File: src/rtl/regfile.sv
// regfile: D = 2**AW entry by N-bit register file with one write port and two
// registered read ports sharing a read enable. Synchronous active-high reset
// and a synchronous clear both zero the whole array.
// Optional feature: define REGFILE_BYPASS_EN to forward a same-edge write or
// clear onto the read ports; left undefined, reads return pre-edge contents.
module regfile #(
    parameter int N  = 16,
    parameter int AW = 3
) (
    input  logic          in_clk,
    input  logic          in_reset,
    input  logic          in_we,
    input  logic [0:AW-1] in_waddr,
    input  logic [0:N-1]  in_wdata,
    input  logic          in_re,
    input  logic [0:AW-1] in_raddr_a,
    input  logic [0:AW-1] in_raddr_b,
    input  logic          in_clear,
    output logic [0:N-1]  out_rdata_a,
    output logic [0:N-1]  out_rdata_b,
    output logic          out_rvalid
);

    localparam int D = 1 << AW;

    logic [0:N-1] mem [0:D-1];
    logic [0:N-1] read_a;
    logic [0:N-1] read_b;

    // Value each read port captures this edge: stored contents, or forwarded write/clear
    always_comb begin
        read_a = mem[in_raddr_a];
        read_b = mem[in_raddr_b];
`ifdef REGFILE_BYPASS_EN
        if (in_clear) begin
            read_a = '0;
            read_b = '0;
        end else if (in_we) begin
            if (in_waddr == in_raddr_a) begin
                read_a = in_wdata;
            end
            if (in_waddr == in_raddr_b) begin
                read_b = in_wdata;
            end
        end
`endif
    end

    // Storage array: reset or clear zero every entry and swallow a coincident write
    always_ff @(posedge in_clk) begin
        if (in_reset || in_clear) begin
            for (int i = 0; i < D; i++) begin
                mem[i] <= '0;
            end
        end else if (in_we) begin
            mem[in_waddr] <= in_wdata;
        end
    end

    // Read output registers: capture on read enable, otherwise hold data and drop valid
    always_ff @(posedge in_clk) begin
        if (in_reset) begin
            out_rdata_a <= '0;
            out_rdata_b <= '0;
            out_rvalid  <= 1'b0;
        end else begin
            out_rvalid <= in_re;
            if (in_re) begin
                out_rdata_a <= read_a;
                out_rdata_b <= read_b;
            end
        end
    end

endmodule

File: config.mk
export PLATFORM = sky130hd
export DESIGN_NAME = regfile
export DESIGN_NICKNAME = d
export VERILOG_FILES = /design/src/rtl/regfile.sv
export SDC_FILE = /design/constraint.sdc
export NUM_CORES = 1
export LEC_CHECK = 0
export CAP_MARGIN = 15
export CELL_PAD_IN_SITES_DETAIL_PLACEMENT = 0
export CELL_PAD_IN_SITES_GLOBAL_PLACEMENT = 2
export CORE_MARGIN = 5
export CORE_UTILIZATION = 36
export CTS_CLUSTER_DIAMETER = 60
export DETAILED_ROUTE_END_ITERATION = 10
export PLACE_DENSITY_LB_ADDON = 0.1
export SYNTH_ARGS = -nofsm -noshare
export SYNTH_HDL_FRONTEND = slang
export SYNTH_SLANG_ARGS = --single-unit
File: constraint.sdc
create_clock -name in_clk -period 8.4 [get_ports in_clk]
set_input_delay 2.52 -clock in_clk [delete_from_list [all_inputs] [get_ports in_clk]]
set_output_delay 2.52 -clock in_clk [all_outputs]
set_load 0.005 [all_outputs]
==> impl_metrics.json <==
{
  "status": "complete, no violations",
  "antenna_found_initial": 0,
  "max_slew.worst_pin.slew_ns": 1.16,
  "first_pass_iters": 4,
  "crit_type": "in -> reg",
  "max_cap_viol_count": 0,
  "grt_pass1_vias": 5210,
  "fmax_ghz": 0.200,
  "required_ns": 8.44,
  "clk_latency_ns": 0.42,
  "grt_max_degree": 66,
  "synth_top_family_by_area": "multiplexers",
  "path_buf_inv": 1,
  "cts.hold.buffers_added": 0,
  "via_per_inst": 5.33,
  "period_minus_slack_ns": 5.00,
  "core_sq_um": 22600,
  "drv_slew": 0,
  "vias": 5171,
  "crit_cells": 5,
  "ys_seq_area_share_pct": 54.9,
  "fillers": 2115,
  "finalWeightedCongestion": 0.752,
  "cts.path.max_buffers": 2,
  "synth.net_count": 651,
  "multi_input_area_sq_um": 3350,
  "wire_per_inst_um": 23.4,
  "postPlaceCellArea_sq_um": 8930,
  "yosysWarnings": 0,
  "htree_levels": 4,
  "initial_utilization_pct": 36.3,
  "clk_pin_slew_ns": 0.06,
  "p_per_area_nw_per_um2": 200,
  "internal_power_mw": 1.42,
  "drive_above_1_share_pct": 21.2,
  "synthesis.instances": 621,
  "synth_area_sq_um": 8200,
  "cts_sinks": 161,
  "synthToLayoutAreaGrowth_pct": 15.5,
  "arrival_ns": 5.03,
  "grt_pass1_wl_um": 33600,
  "path_cells": "buf_2, nor2_4, nand3_2, nor3_2, nand2b_1",
  "holdPathStages": 2,
  "finalHoldViolCount": 0,
  "p_seq_share_pct": 49.2,
  "critPathMaxStageDelay_ns": 0.80,
  "fin_skew_ns": 0.00901,
  "synth.area.top_cells": "edfxtp_1 47%, and2_1 9.8%, mux2_2 8.8%",
  "rsz0062_at_grt": "no",
  "tns_ns": 0,
  "tritoncts.num_buffers": 17,
  "worstPathMaxFanout": 34,
  "cp-start-kind": "input pin",
  "drc": 0,
  "reg2reg_depth": 4,
  "post_cts_resized": 0,
  "end_kind": "register",
  "port_buffers": 62,
  "wl_um": 22700,
  "clock-root-buffer": "clkbuf_16",
  "power.leakage_nw": 3.60,
  "synth-edff-count": 128,
  "max_slew_margin_pct": 22.5,
  "switchingPower_mw": 0.474,
  "grt_overflow_total": 0,
  "critPathSlowestCell": "nand2b_1",
  "die_y_um": 161,
  "die-area_sq_um": 25900,
  "critical-path-top-delay-family": "simple AND/OR/NAND/NOR gates",
  "dp_hpwl_um": 14600,
  "ant_nets": 0,
  "avgSynthCellArea_sq_um": 13.2,
  "postCtsSetupBuffers": 0,
  "num_antenna_cells": 0,
  "grt_usage_pct": 17.6,
  "yosysUniqueCellTypes": 26,
  "setup_viol": 0,
  "synth_xor_area_share_pct": 0,
  "period_share_pct": 59.5,
  "synthAdderAreaFrac_pct": 0,
  "seq_area_sq_um": 4500,
  "synthFlopType": "edfxtp_1",
  "clkPwrFrac_pct": 38.4,
  "worstHoldPathType": "reg -> reg",
  "num_io_pins": 63,
  "synth_seq_cells": 161,
  "p_comb_share_pct": 12.4,
  "synth-async-reset-ratio_pct": 0,
  "synth-compound-area-share_pct": 11.1,
  "cts_tree": "yes",
  "synth_simple_gate_area_share_pct": 13.1,
  "power_mw": 1.90,
  "nNetsFinal": 702,
  "postLayoutCellArea_sq_um": 9470,
  "muxShareOfSynthArea_pct": 16.6,
  "rows": 55,
  "sw_frac_of_total_pct": 25.0,
  "hold_ws_ns": 0.489,
  "dr.first_iter.drc_count": 349,
  "final_util_pct": 42.0,
  "yosys.area.top_type": "edfxtp_1",
  "netlist.area_leader.share_pct": 46.9,
  "die_w_um": 161,
  "peakVddDrop_mv": 0.0941
}
==> synthesized netlist by cell type (8+ instances only) <==
| cell type | instances |
|---|---|
| mux2_2 | 64 |
| o22ai_1 | 25 |
| mux2i_1 | 64 |
| a211oi_2 | 24 |
| a221o_1 | 25 |
| nor2_1 | 40 |
| dfxtp_1 | 33 |
| and2_1 | 128 |
| clkbuf_1 | 28 |
| a211oi_1 | 8 |
| edfxtp_1 | 128 |
==> cells in the final DEF, fill, tap and decap left out, types with 6 or more instances in the layout <==
| master | synthesis | final |
|---|---|---|
| nand2b_1 | 6 | 6 |
| o22ai_1 | 25 | 25 |
| o21ai_1 | 0 | 6 |
| clkbuf_16 | 0 | 17 |
| a22oi_1 | 7 | 7 |
| dfxtp_1 | 33 | 33 |
| mux2_2 | 64 | 64 |
| edfxtp_1 | 128 | 128 |
| a211oi_2 | 24 | 24 |
| o221ai_1 | 7 | 7 |
| a221o_1 | 25 | 25 |
| buf_4 | 2 | 15 |
| mux2i_1 | 64 | 64 |
| clkdlybuf4s50_1 | 0 | 58 |
| and2_1 | 128 | 128 |
| a211oi_1 | 8 | 8 |
| nor2_1 | 40 | 38 |
==> path summary, 6_finish.rpt <==
| check | startpoint | endpoint | slack, ns |
|---|---|---|---|
| setup / recovery | in_reset | mem[2][9] | 3.40 |
| setup reg to reg | mem[6][14] | out_rdata_b[1] | 6.91 |
| hold reg to reg | out_rdata_b[6] | out_rdata_b[6] | 0.49 |
| hold / removal | out_rdata_b[6] | out_rdata_b[6] | 0.49 |
==> per-layer routing <==
layer  up-vias  global-route usage (%)  wire [um]
met2       118                    27.1      10000
met1      2601                    25.8      11400
met5         -                       0          0
li1       2442                       -          -
met3        10                    3.62       1130
met4         0                    3.72        176
==> cell type report <==
class	instances	share of cell area [%]
tap	285	3.76
timing repair buffer	77	7.53
sequential	161	47.6
clock inverter	12	1.14
multi-input combinational	415	35.4
clock buffer	20	4.61
==> flip-flops by register name (all words and copies together) (netlist names) <==
signal	count
out_rvalid	1
out_rdata_a	16
mem	128
out_rdata_b	16
==> power by group through the flow <==
stage	Sequential, mW	Combinational, mW	Clock, mW
finish	0.933	0.235	0.729
global route	0.939	0.251	0.782
CTS	0.933	0.237	0.745
detailed placement	0.950	0.235	0
global placement	0.947	0.234	0
floorplan	0.944	0.144	0
==> kinds of logic after synthesis <==
kind of cell / Yosys count
AND/OR/NAND/NOR: 185
multiplexers: 128
flip-flops: 161
buffers and inverters: 45
AO/OA/AOI/OAI: 102
==> tightest hold or removal path: stages, from the launching register on <==
cell	delay, ns
dfxtp_1	0.31
nor2_1	0.08
a211oi_1	0.05
==> stage by stage <==
step                std cells  setup slack, ns
global route              970             3.23
floorplan                 621             3.78
finish                    970             3.40
CTS                       970             3.31
global placement          938             2.91
detailed placement        938             2.89
Note: power is estimated with default switching activity, not from simulation.
